$ cat config.mk
export PLATFORM = sky130hd
export DESIGN_NAME = task_4_playback
export DESIGN_NICKNAME = d
export VERILOG_FILES = /design/src/rtl/task_4_playback_pkg.sv /design/src/rtl/task_4_playback_hex_to_7seg.sv /design/src/rtl/task_4_playback.sv
export SDC_FILE = /design/constraint.sdc
export NUM_CORES = 1
export LEC_CHECK = 0
export BUFFER_PORTS_ARGS = -buffer_cell sky130_fd_sc_hd__clkbuf_2
export CORE_MARGIN = 2
export CORE_UTILIZATION = 55
export DETAILED_ROUTE_END_ITERATION = 7
export PLACE_DENSITY = 0.75
export SLEW_MARGIN = 5
export SYNTH_ARGS = -nofsm -noshare
export SYNTH_HDL_FRONTEND = slang
export SYNTH_HIERARCHICAL = 1
export SYNTH_SLANG_ARGS = --single-unit
$ cat constraint.sdc
create_clock -name clk -period 5.4 [get_ports clk]
set_clock_uncertainty 0.05 [all_clocks]
set_input_delay 0.81 -clock clk [delete_from_list [all_inputs] [get_ports clk]]
set_output_delay 0.81 -clock clk [all_outputs]
set_load 0.005 [all_outputs]
$ cat src/rtl/task_4_playback_pkg.sv
// Shared types and constants for the task_4 playback buffer.
// Segment patterns are active-low {g,f,e,d,c,b,a}.
package task_4_playback_pkg;

  typedef enum logic {
    ST_MANUAL = 1'b0,
    ST_AUTO   = 1'b1
  } state_t;

  localparam logic [6:0] SEG_BLANK = 7'h7F;

  // Entry 0 sits in the least significant slot.
  localparam logic [15:0][6:0] SEG_TABLE = {
    7'h0E, 7'h06, 7'h21, 7'h46,
    7'h03, 7'h08, 7'h10, 7'h00,
    7'h78, 7'h02, 7'h12, 7'h19,
    7'h30, 7'h24, 7'h79, 7'h40
  };

endpackage

$ cat src/rtl/task_4_playback_hex_to_7seg.sv
// Nibble to active-low seven-segment glyph, 0-F.
// Purely combinational lookup into the shared table.
module hex_to_7seg
  import task_4_playback_pkg::*;
(
  input  logic [3:0] nib,
  output logic [6:0] seg
);

  assign seg = SEG_TABLE[nib];

endmodule

$ cat src/rtl/task_4_playback.sv
// Playback buffer: stores recorder bytes and replays them on
// LEDs and hex digits, stepped by key press or by a tick timer.
module task_4_playback
  import task_4_playback_pkg::*;
#(
  parameter int DEPTH    = 8,
  parameter int AW       = 3,
  parameter int TICK_DIV = 4
) (
  input  logic       clk,
  input  logic       key0_rst,
  input  logic       wr_en,
  input  logic [7:0] wr_data,
  input  logic       key1_step,
  input  logic       key2_auto,
  input  logic       sw8,
  output logic [7:0] ledr,
  output logic [7:0] ledg,
  output logic [6:0] hex0,
  output logic [6:0] hex1,
  output logic [6:0] hex2,
  output logic [6:0] hex3
);

  localparam int CW = AW + 1;
  localparam int TW = (TICK_DIV > 1) ? $clog2(TICK_DIV) : 1;

  logic [7:0]    mem [DEPTH];
  logic [AW-1:0] wptr;
  logic [AW-1:0] rptr;
  logic [CW-1:0] count;
  logic [TW-1:0] tick;
  state_t        state;

  logic k1_s1, k1_s2, k1_s3;
  logic k2_s1, k2_s2, k2_s3;

  logic          step_ev;
  logic          auto_ev;
  logic          do_wr;
  logic          has_data;
  logic          at_end;
  logic          tick_hit;
  logic [AW-1:0] rptr_adv;
  logic [7:0]    rd;
  logic [7:0]    therm;
  logic [6:0]    seg_lo, seg_hi, seg_ptr, seg_cnt;

  assign step_ev  = k1_s3 & ~k1_s2;
  assign auto_ev  = k2_s3 & ~k2_s2;
  assign has_data = count != '0;
  assign do_wr    = wr_en && (count < CW'(DEPTH));
  assign at_end   = CW'(rptr) == count - CW'(1);
  assign tick_hit = tick == TW'(TICK_DIV - 1);
  assign rd       = mem[rptr];

  // Wrap to entry 0 only in loop mode; otherwise park on the last entry.
  always_comb begin
    rptr_adv = rptr + AW'(1);
    if (at_end)
      rptr_adv = sw8 ? '0 : rptr;
  end

  always_comb begin
    therm = '0;
    for (int i = 0; i < 8; i++)
      therm[i] = int'(count) > i;
  end

  hex_to_7seg u_lo  (.nib(rd[3:0]),   .seg(seg_lo));
  hex_to_7seg u_hi  (.nib(rd[7:4]),   .seg(seg_hi));
  hex_to_7seg u_ptr (.nib(4'(rptr)),  .seg(seg_ptr));
  hex_to_7seg u_cnt (.nib(4'(count)), .seg(seg_cnt));

  always_ff @(posedge clk) begin
    if (do_wr)
      mem[wptr] <= wr_data;
  end

  always_ff @(posedge clk or negedge key0_rst) begin
    if (!key0_rst) begin
      wptr  <= '0;
      rptr  <= '0;
      count <= '0;
      tick  <= '0;
      state <= ST_MANUAL;
      k1_s1 <= 1'b1;
      k1_s2 <= 1'b1;
      k1_s3 <= 1'b1;
      k2_s1 <= 1'b1;
      k2_s2 <= 1'b1;
      k2_s3 <= 1'b1;
      ledr  <= '0;
      ledg  <= '0;
      hex0  <= SEG_BLANK;
      hex1  <= SEG_BLANK;
      hex2  <= SEG_TABLE[0];
      hex3  <= SEG_TABLE[0];
    end else begin
      k1_s1 <= key1_step;
      k1_s2 <= k1_s1;
      k1_s3 <= k1_s2;
      k2_s1 <= key2_auto;
      k2_s2 <= k2_s1;
      k2_s3 <= k2_s2;

      if (do_wr) begin
        wptr  <= wptr + AW'(1);
        count <= count + CW'(1);
      end

      // Step decisions see the count from before any same-cycle write.
      unique case (state)
        ST_MANUAL: begin
          if (has_data && auto_ev) begin
            state <= ST_AUTO;
            tick  <= '0;
          end else if (has_data && step_ev) begin
            rptr <= rptr_adv;
          end
        end
        ST_AUTO: begin
          if (auto_ev) begin
            state <= ST_MANUAL;
          end else if (tick_hit) begin
            tick <= '0;
            rptr <= rptr_adv;
            if (at_end && !sw8)
              state <= ST_MANUAL;
          end else begin
            tick <= tick + TW'(1);
          end
        end
      endcase

      ledr <= has_data ? rd : 8'h00;
      ledg <= therm;
      hex0 <= has_data ? seg_lo : SEG_BLANK;
      hex1 <= has_data ? seg_hi : SEG_BLANK;
      hex2 <= seg_ptr;
      hex3 <= seg_cnt;
    end
  end

endmodule

=== Word-level counts from Yosys, hierarchy flattened ===
Memories as Yosys holds them, arrays and structs flattened. A register that Yosys moved wholly into a read port is not among the register bits.
Index checks and enable logic that the tools add are counted.

* Register bits after elaboration: 49
* Bits in writable memories: 64
* Bits in read-only memories: 392
* Input port bits: 14
* Memories kept: 5

* Add/subtract/negate cells: 5
* $lt $le $gt $ge: 11
* Eq/ne operators: 7
* Mux-type cells: 23
* Bitwise gates (word level): 5
* Reduce and logical (&&, ||, !) cells: 10

{| class="wikitable"
|+ Memory list
! name !! words !! width !! read ports !! clocked after Yosys merged registers in !! wr ports !! line !! text
|-
| (no name shown) || 16 || 7 || 1 || 0 || 0 || task_4_playback_hex_to_7seg.sv:10 || <nowiki>assign seg = SEG_TABLE[nib];</nowiki>
|-
| (no name shown) || 16 || 7 || 1 || 0 || 0 || task_4_playback_hex_to_7seg.sv:10 ||
|-
| (no name shown) || 16 || 7 || 1 || 1 || 0 || task_4_playback_hex_to_7seg.sv:10 ||
|-
| mem || 8 || 8 || 1 || 0 || 1 || task_4_playback.sv:28 || <nowiki>logic [7:0] mem [DEPTH];</nowiki>
|-
| (no name shown) || 8 || 7 || 1 || 1 || 0 || task_4_playback_hex_to_7seg.sv:10 ||
|}

{| class="wikitable"
|+ Operator list
! kind !! count
|-
| 7-bit 2-to-1 mux || 4
|-
| 3-bit 2-to-1 mux || 6
|-
| 4-bit by 3-bit greater-than comparator with 1-bit output, second input constant || 4
|-
| 4-bit by 5-bit < comparator with 1-bit output, second input constant || 2
|-
| 4-bit by 1-bit greater-than comparator with 1-bit output, second input constant || 2
|-
| 4-bit by 2-bit greater-than comparator with 1-bit output, second input constant || 2
|-
| 8-bit 2-to-1 mux || 1
|-
| 2-bit != test, second input constant || 4
|-
| 3-bit by 1-bit adder with 3-bit output, second input constant || 2
|-
| 1-bit 2-to-1 mux || 6
|-
| 2-bit 2-to-1 mux || 3
|-
| 3-bit case mux with 2 select lines || 1
|-
| 4-bit by 1-bit adder with 4-bit output, second input constant || 1
|-
| 3-bit by 4-bit == test with 1-bit output || 1
|-
| 1-bit logical AND || 4
|-
| 4-bit < comparator, second input constant || 1
|-
| 2-bit case mux with 2 select lines || 1
|-
| 4-bit AND reduction || 1
|-
| 4-bit nonzero test || 1
|-
| 4-bit by 1-bit subtractor with 4-bit output, second input constant || 1
|-
| 1-bit zero test || 3
|-
| 1-bit NOT || 3
|-
| 2-bit by 1-bit adder with 2-bit output, second input constant || 1
|-
| 1-bit AND || 2
|-
| 4 further kinds || 4
|}

=== Logic depth before layout (Yosys ltp) ===
Gate-level depths: netlist of run 1.

* Word-level depth: 7
* Depth in mapped cells: 10
* Gate-level depth less buffers: 8

=== Hierarchy ===
Netlist of run 1, hierarchy kept.

{| class="wikitable"
|+ Modules (own cells, without submodules)
! module !! instances !! cells an instance !! area each (µm²)
|-
| task_4_playback || 1 || 260 || 4757.1
|-
| hex_to_7seg || 4 || 32 || 275.3
|}

=== Worst setup path after synthesis of run 1 ===
No wires, ideal clock.

* Path type: register to register
* From: reg rptr[0]
* To: reg hex0[3]
* Setup time: 84 ps
* Data arrival time: 2627 ps
* Path slack: 2638 ps
* Stages on the path, launching flop included: 10
* Buffers on the path: 2
* Cells stage by stage: dfrtp_1 > buf_6 > buf_12 > mux4_2 > mux2_2 > inv_1 > ha_1 > inv_1 > mux4_1 > or2_2

* Word-level cells in the longest chain between the ends: 4

{| class="wikitable"
|+ RTL lines
! what !! line !! text
|-
| start, declared || task_4_playback.sv:30 || <nowiki>logic [AW-1:0] rptr;</nowiki>
|-
| start signal, assigned || task_4_playback.sv:119 || <nowiki>rptr <= rptr_adv;</nowiki>
|-
| start signal, assigned || task_4_playback.sv:127 || <nowiki>rptr <= rptr_adv;</nowiki>
|-
| memory read 8 x 8 bit || n/a ||
|-
| named net rd[0] || task_4_playback.sv:45 || <nowiki>logic [7:0] rd;</nowiki>
|-
| memory read 16 x 7 bit || n/a ||
|-
| 7-bit 2-to-1 mux (implied by the code) || task_4_playback_hex_to_7seg.sv:10 ||
|-
| named net seg_lo[3] || task_4_playback.sv:47 || <nowiki>logic [6:0] seg_lo, seg_hi, seg_ptr, seg_cnt;</nowiki>
|-
| 7-bit 2-to-1 mux || task_4_playback.sv:138 || <nowiki>hex0 <= has_data ? seg_lo : SEG_BLANK;</nowiki>
|-
| end signal, assigned || task_4_playback.sv:138 ||
|-
| end, declared || task_4_playback.sv:19 || <nowiki>output logic [6:0] hex0,</nowiki>
|}

The timed path passes the listed nets, and every way through them passes these cells. The select of a mux whose other input is x is not followed.
A chain may end at the register's enable or synchronous reset.

=== Worst setup path in the final report of run 1 ===
* From: reg rptr[0]
* To: reg hex0[0]

Same word-level chain as after synthesis.

==> flow_summary.toml, run 1 <==
[status]
outcome = "complete, no violations"

[logic_synthesis]
syn_area_mm2 = 0.00586
post_synthesis_sequential_area_ratio = 0.602
post_synth.cell_area_avg_um2 = 15.1
ys_ff_latch = 127
yosysWarnings = 6
synth-edff-count = 64
synth_cells = 388
netlist-cell-type-count = 40
synthFlopType = "edfxtp_1"
synth_async_sr_flop_share = 0.496

[worst_setup_path]
setup.worst_path.end_class = "flip-flop"
crit_path_top_delay_cell = "dfrtp_1"
worst-path-max-fanout = 17
cp_top_family = "multiplexers"
critical_path_class = "reg -> reg"
critical_path_required_ns = 5.81
worstSetupStartpointType = "flip-flop"
arrival_ns = 3.68
crit_chain = "buf_4 > mux4_1 > mux2_2 > inv_1 > ha_1 > and2b_2 > or3b_1 > o21ai_0 > or2_2"
critical_path_buf_inv_count = 2
cp_slowest_stage_delay_ns = 0.65

[power]
vdd_ir_drop_max_mv = 0.291
power_density_mw_per_mm2 = 634
leakagePower_nw = 2.90

[timing]
finalMaxSlewViolations = 0
hold_violations = 0
timing.final.crit_share = 0.605
setup_viol = 0
rsz0062_at_grt = "false"
max_slew.worst_pin.slew_ns = 0.966
fmaxAchievable_mhz = 306
finalHoldWorstSlack_ns = 0.305
fin_setup_tns_ns = 0
max_slew_headroom = 0.356
period_minus_slack_ns = 3.27

[floorplan]
fp.dieArea_mm2 = 0.0115
core_mm2 = 0.0103
die_height_um = 107
floorplan.io_pins = 58
effective_utilization_at_floorplan = 0.567
row_count = 37
floorplan.die.width_um = 107

[flow_run]
drv.max_cap_violation_count = 0

[detailed_routing]
post_drt_via_cell_ratio = 5.35
wl_um = 9710
drtIter0Drc = 195
route.vias.total = 3215
wl_per_cell_um = 16.2
detail_route.drc_violations = 0
firstDrtPassIters = 4
antenna_nets_post_route = 0

[final_layout]
mostFrequentLayoutCell = "edfxtp_1"
mostFrequentLayoutCells = "64 x edfxtp_1, 57 x clkbuf_2, 41 x dfrtp_1"
area_growth_syn_to_layout_pct = 16.0
diodes = 0
drive_gt1_frac = 0.335
post-route-util = 0.658
multiInputGateArea_mm2 = 0.00212
final_net_count = 502
area.sequential_mm2 = 0.00353
num-fill-cells = 712

[clocking]
clock_pin_slew_on_the_worst_setup_and_hold_paths_ns = 0.05
cts-htree-levels = 4
clockRootBuffer = "clkbuf_8"
tritoncts_clock_tree = "built"
post-cts-setup-buffers = 0
tritoncts_num_sinks = 127
clock_latency_ns = 0.52
post_cts.resized_instances = 0
cts_stage_hold_buffer_count = 0
cts_max_path_buffers = 2
cts_inserted_buffers = 17

[placement]
gp_congestion = 0.737
dpl.hpwl_um = 6320
io_buffer_count = 57

[global_route]
grt_first_pass_wirelength_um = 16000
gr-total-overflow = 0
overall_fraction_of_global_route_tracks_in_use = 0.189
pin_count_of_the_biggest_net_entering_global_routing = 64
grt_antenna_before_repair = 0
first_global_vias = 3169

[min_path]
worst_hold_path_type = "reg -> reg"
-- path summary, 6_finish.rpt --
path / cells after the start / slack [ns] / endpoint / startpoint
worst max-delay path: 9 / 2.13 / hex0[0]$_DFF_PN1_ / rptr[0]$_DFFE_PN0P_
worst min-delay path: 0 / 0.30 / k2_s2$_DFF_PN1_ / k2_s1$_DFF_PN1_
worst max register to register: 9 / 2.13 / hex0[0]$_DFF_PN1_ / rptr[0]$_DFFE_PN0P_
worst min register to register: 0 / 0.30 / k2_s2$_DFF_PN1_ / k2_s1$_DFF_PN1_
max in group asynchronous: 2 / 4.41 / ledr[6]$_DFF_PN0_ / key0_rst
min in group asynchronous: 2 / 0.39 / hex3[2]$_DFF_PN0_ / key0_rst
-- Yosys cell counts (2+ instances only) --
master    count  share of area
mux2i_1      18          0.031
nand2_1      12         0.0077
dfrtp_1      41           0.18
a31o_2        2         0.0030
mux2_2       14          0.027
buf_2         7         0.0060
a32o_1        4         0.0068
a21o_1        2         0.0026
a22o_1       10          0.015
inv_1        18          0.012
o21ai_0      12          0.010
or3b_1        4         0.0060
or2_2        15          0.016
nor2b_1       2         0.0021
clkbuf_1      3         0.0019
nor3_1        4         0.0034
and2b_2       4         0.0060
nand2b_1      7         0.0075
a21oi_1       6         0.0051
dfstp_2      22          0.099
mux4_1       12          0.054
xnor2_1       6         0.0090
mux4_2        8          0.031
buf_6         5         0.0096
edfxtp_1     64           0.33
ha_1         35          0.075
and2_1        8         0.0085
nor2_1       30          0.019
clkbuf_8      2         0.0047
-- through the flow --
step	cell area (µm²)	cells	setup WS [ns]	total power, W
after floorplan	5870	390	2.64	0.00281
after global placement	6210	570	2.29	0.00314
after detailed placement	6210	570	2.18	0.00320
after CTS	6800	601	2.10	0.00435
after global routing	6800	601	1.93	0.00461
final	6800	601	2.13	0.00431
-- layout make-up --
cell class                      count  share of cell area
Clock buffer                       18              0.0615
Tap cell                          136              0.0250
Timing Repair Buffer               62              0.0475
Sequential cell                   127               0.519
Clock inverter                     13              0.0252
Multi-Input combinational cell    227               0.312
Inverter                           18             0.00994
-- per-layer routing --
| metal | vias up | share of wire | track usage |
|---|---|---|---|
| met1 | 1593 | 0.43 | 0.241 |
| met4 | 0 | 0.025 | 0.101 |
| met5 | - | 0 | 0 |
| li1 | 1537 | - | - |
| met3 | 17 | 0.045 | 0.0468 |
| met2 | 68 | 0.50 | 0.299 |
-- kinds of logic after synthesis --
kind of cell | synth area share
buf+inv | 0.0372
flops | 0.602
compound gates | 0.0493
fa+ha+maj | 0.0748
other cells | 0.000640
simple gates | 0.0795
mux | 0.142
xor+xnor | 0.0145
-- worst reg2reg max path: stages (launching register included) --
cell and delay (ns):
dfrtp_1 0.65, buf_4 0.37, mux4_1 0.64, mux2_2 0.35, inv_1 0.17, ha_1 0.21
and2b_2 0.23, or3b_1 0.37, o21ai_0 0.07, or2_2 0.12
-- sequential cells by signal, summed over array words and instances (netlist names) --
register and count:
mem 64, ledg 8, ledr 8, hex0 7, hex1 7, hex2 7
hex3 7, count 4, rptr 3, wptr 3, tick 2, k1_s1 1
k1_s2 1, k1_s3 1, k2_s1 1, k2_s2 1, k2_s3 1, state 1
-- power by group --
group,switching (W),internal (W),leakage (nW)
registers,0.000210,0.00136,1.31
logic,0.000773,0.000844,1.31
clock network,0.000383,0.000739,0.284
total,0.00137,0.00294,2.90
No activity file was read; power rests on OpenSTA's default activity.
==> inputs of run 2 (changes only) <==
ABC_AREA = 1   (was unset)
CORE_UTILIZATION = 53   (was 55)
clock period = 2.63 ns   (was 5.4 ns; I/O delays follow)
==> run 2 against run 1 <==
Core utilization shrank 2.6 points. Highest routed layer unchanged. Critical path type unchanged. Routed wire length grew 14%. Largest cell class unchanged. Die area grew 5.1%. Cell area grew 1.3%. Critical path depth grew 2. Register-to-register slack lost 1.9 ns. Worst setup slack lost 1.9 ns. Clock power grew 78%. Non-clock buffer count grew 12. Combinational power grew 82%. Global-route usage grew 1.2 points.
==> flow_summary.toml, run 2 <==
[status]
outcome = "complete, no violations"

[clocking]
clock_pin_slew_on_the_worst_setup_and_hold_paths_ns = 0.06
cts_inserted_buffers = 17
clockRootBuffer = "clkbuf_8"
cts_max_path_buffers = 2
post-cts-setup-buffers = 0
cts-htree-levels = 4
tritoncts_num_sinks = 127
clock_latency_ns = 0.52
tritoncts_clock_tree = "built"

[floorplan]
row_count = 38
floorplan.io_pins = 58
fp.dieArea_mm2 = 0.0121
floorplan.die.width_um = 110
die_height_um = 110
effective_utilization_at_floorplan = 0.546
core_mm2 = 0.0109

[final_layout]
drive_gt1_frac = 0.238
final-instance-count-excl-fill = 796
area_growth_syn_to_layout_pct = 15.8
diodes = 0
mostFrequentLayoutCell = "nand2_1"
registers_with_the_most_flip_flops = "mem: 64 flops, ledg: 8 flops, ledr: 8 flops"
mostFrequentLayoutCells = "139 x nand2_1, 64 x edfxtp_1, 57 x clkbuf_2"
final_net_count = 693
finish.instance_area_mm2 = 0.00688
largest-register = "mem"
largest_register_ff_count = 64

[detailed_routing]
wl_um = 11100
drtIter0Drc = 354
wl_per_cell_um = 14.0
firstDrtPassIters = 5
antenna_nets_post_route = 0
detail_route.drc_violations = 0
post_drt_via_cell_ratio = 5.14
route.vias.total = 4094

[global_route]
first_global_vias = 3920
overall_fraction_of_global_route_tracks_in_use = 0.201
grt_antenna_before_repair = 0
grt_first_pass_wirelength_um = 18300
gr-total-overflow = 0
pin_count_of_the_biggest_net_entering_global_routing = 64

[logic_synthesis]
synth_simple_gate_area_frac = 0.190
synthMostInstantiatedCell = "nand2_1"
post_synth_most_frequent_cells = "139 x nand2_1, 64 x edfxtp_1, 46 x nand3_1, 46 x nor2_1, 41 x dfrtp_1"
post_synthesis_sequential_area_ratio = 0.593
post_synth_xor_area_fraction = 0.00589
synth_async_sr_flop_share = 0.496
syn_area_mm2 = 0.00595
synth_cells = 573
synth_top_family_by_area = "simple AND/OR/NAND/NOR gates"
synth_compound_area_frac = 0.0753
synthFlopType = "edfxtp_1"
ys_ff_latch = 127
synth_top_cell_area_share = 0.323
yosysWarnings = 6
mappedNetlistNets = 622
synth_largest_area_cell = "edfxtp_1"
fraction_of_synthesized_area_in_multiplexers = 0
netlist-cell-type-count = 35
synth.area.top_cells = "edfxtp_1 32%, dfrtp_1 17%, dfstp_2 9.7%"
synth-edff-count = 64
post_synth.cell_area_avg_um2 = 10.4
synthAdderAreaFrac = 0.0737

[worst_setup_path]
setup.worst_path.end_class = "flip-flop"
critical_path_class = "reg -> reg"
worstSetupStartpointType = "flip-flop"
timing.rr.start = "rptr[1]$_DFFE_PN0P_"
arrival_ns = 2.75
reg2reg_depth = 11
worst-path-max-fanout = 21
timing.rr.end = "hex1[3]$_DFF_PN1_"
slack_of_the_worst_reg_to_reg_path_ns = 0.28
critical_path_required_ns = 3.03

[min_path]
hold_path.startpoint = "wr_data[0]"
min_path_cells = 1
min_delay_worst_endpoint = "mem[0][0]$_DFFE_PP_"
worst_hold_path_type = "in -> reg"

[timing]
fin_setup_tns_ns = 0
finalMaxSlewViolations = 0
rsz0062_at_grt = "false"
hold_violations = 0
fmaxAchievable_mhz = 425
period_minus_slack_ns = 2.35
timing.final.crit_share = 0.894
setup_viol = 0
max_slew.worst_pin.slew_ns = 0.769
max_slew_headroom = 0.487

[placement]
dpl.hpwl_um = 7570
io_buffer_count = 57
dpl.cell_count = 762
gp_congestion = 0.870
dpl_cell_area_mm2 = 0.00634

[power]
power.share.clock = 0.263
vdd_ir_drop_max_mv = 0.561
p_int_w = 0.00473
power_w = 0.00754
power.share.combinational = 0.391
power_density_mw_per_mm2 = 1100
leakagePower_nw = 3.13
share_seq_of_total_power = 0.345
swShare = 0.373
switching_power_w = 0.00282

[flow_run]
drv.max_cap_violation_count = 0
run 2: changes by cell type after synthesis, sizes merged, moves of 6 or more:
cell	previous run	this run
xnor2	6	0
buf	13	21
o22ai	1	16
nor2	30	50
inv	18	47
mux4	20	0
nand3	0	48
mux2	14	0
and2	8	0
mux2i	18	0
nand2	12	142
o21ai	12	51
a22o	10	1
nand2b	7	0
run 2: per-layer routing:
metal  part of all wire  global-route usage  wire length [µm]
met4             0.0099              0.0669               110
met3              0.054              0.0717               604
met5                  0                   0                 0
met1               0.44               0.251              4940
met2               0.49               0.325              5450
run 2: worst max-delay path, cell delays in order, from the launching register on:
cell and delay (ns):
dfrtp_2 0.55, inv_4 0.21, o21ai_1 0.10, o22ai_1 0.16
nand2_1 0.09, nand2_1 0.17, inv_1 0.14, ha_1 0.33
nand2_1 0.05, nand3_1 0.08, nand2_1 0.05, or2_2 0.28
run 2: kinds of logic (layout without fill, tap and decap cells):
kind of cell | count (synthesis) | in the layout
simple gates | 257 | 257
flops | 127 | 127
compound gates | 79 | 79
buf+inv | 70 | 153
fa+ha+maj | 35 | 35
xor+xnor | 4 | 4
other cells | 1 | 1
run 2: what timing repair did:
action,CTS,global route
hold endpoints to repair,10,0
hold buffers,3,0
gates resized for setup,0,1
setup endpoints to repair,0,6
run 2: metrics by stage:
step / setup WS (ns) / hold slack (ns) / utilization
final: 0.279 / 0.0992 / 0.632
after global routing: 0.0840 / 0.103 / 0.632
after CTS: 0.131 / 0.0844 / 0.632
after detailed placement: 0.145 / 0.298 / 0.583
after global placement: 0.292 / 0.297 / 0.583
after floorplan: 0.470 / 0.0489 / -
run 2: worst max path at each step:
stage | to | from | depth (start not counted) | slack, ns
3_3_place_gp | hex1[3]$_DFF_PN1_ | rptr[1]$_DFFE_PN0P_ | 10 | 0.29
4_1_cts | hex1[3]$_DFF_PN1_ | rptr[1]$_DFFE_PN0P_ | 10 | 0.13
6_report | hex1[3]$_DFF_PN1_ | rptr[1]$_DFFE_PN0P_ | 11 | 0.28
3_5_place_dp | hex1[3]$_DFF_PN1_ | rptr[1]$_DFFE_PN0P_ | 10 | 0.14
5_1_grt | hex1[3]$_DFF_PN1_ | rptr[1]$_DFFE_PN0P_ | 11 | 0.08
2_1_floorplan | hex1[3]$_DFF_PN1_ | rptr[0]$_DFFE_PN0P_ | 13 | 0.47
run 2: final cells by class:
cell class	instances	area (µm²)
Clock inverter	14	95.1
Multi-Input combinational cell	376	2050
Inverter	48	186
Sequential cell	127	3530
Tap cell	140	175
Clock buffer	17	414
Fill cell	846	4000
Timing Repair Buffer	74	433
run 2: power by group through the flow:
stage / Combinational, W / Sequential [W] / Clock (W)
detailed placement: 0.00291 / 0.00264 / 0
floorplan: 0.00229 / 0.00263 / 0
global route: 0.00340 / 0.00264 / 0.00212
CTS: 0.00294 / 0.00261 / 0.00202
global placement: 0.00280 / 0.00263 / 0
finish: 0.00295 / 0.00260 / 0.00199
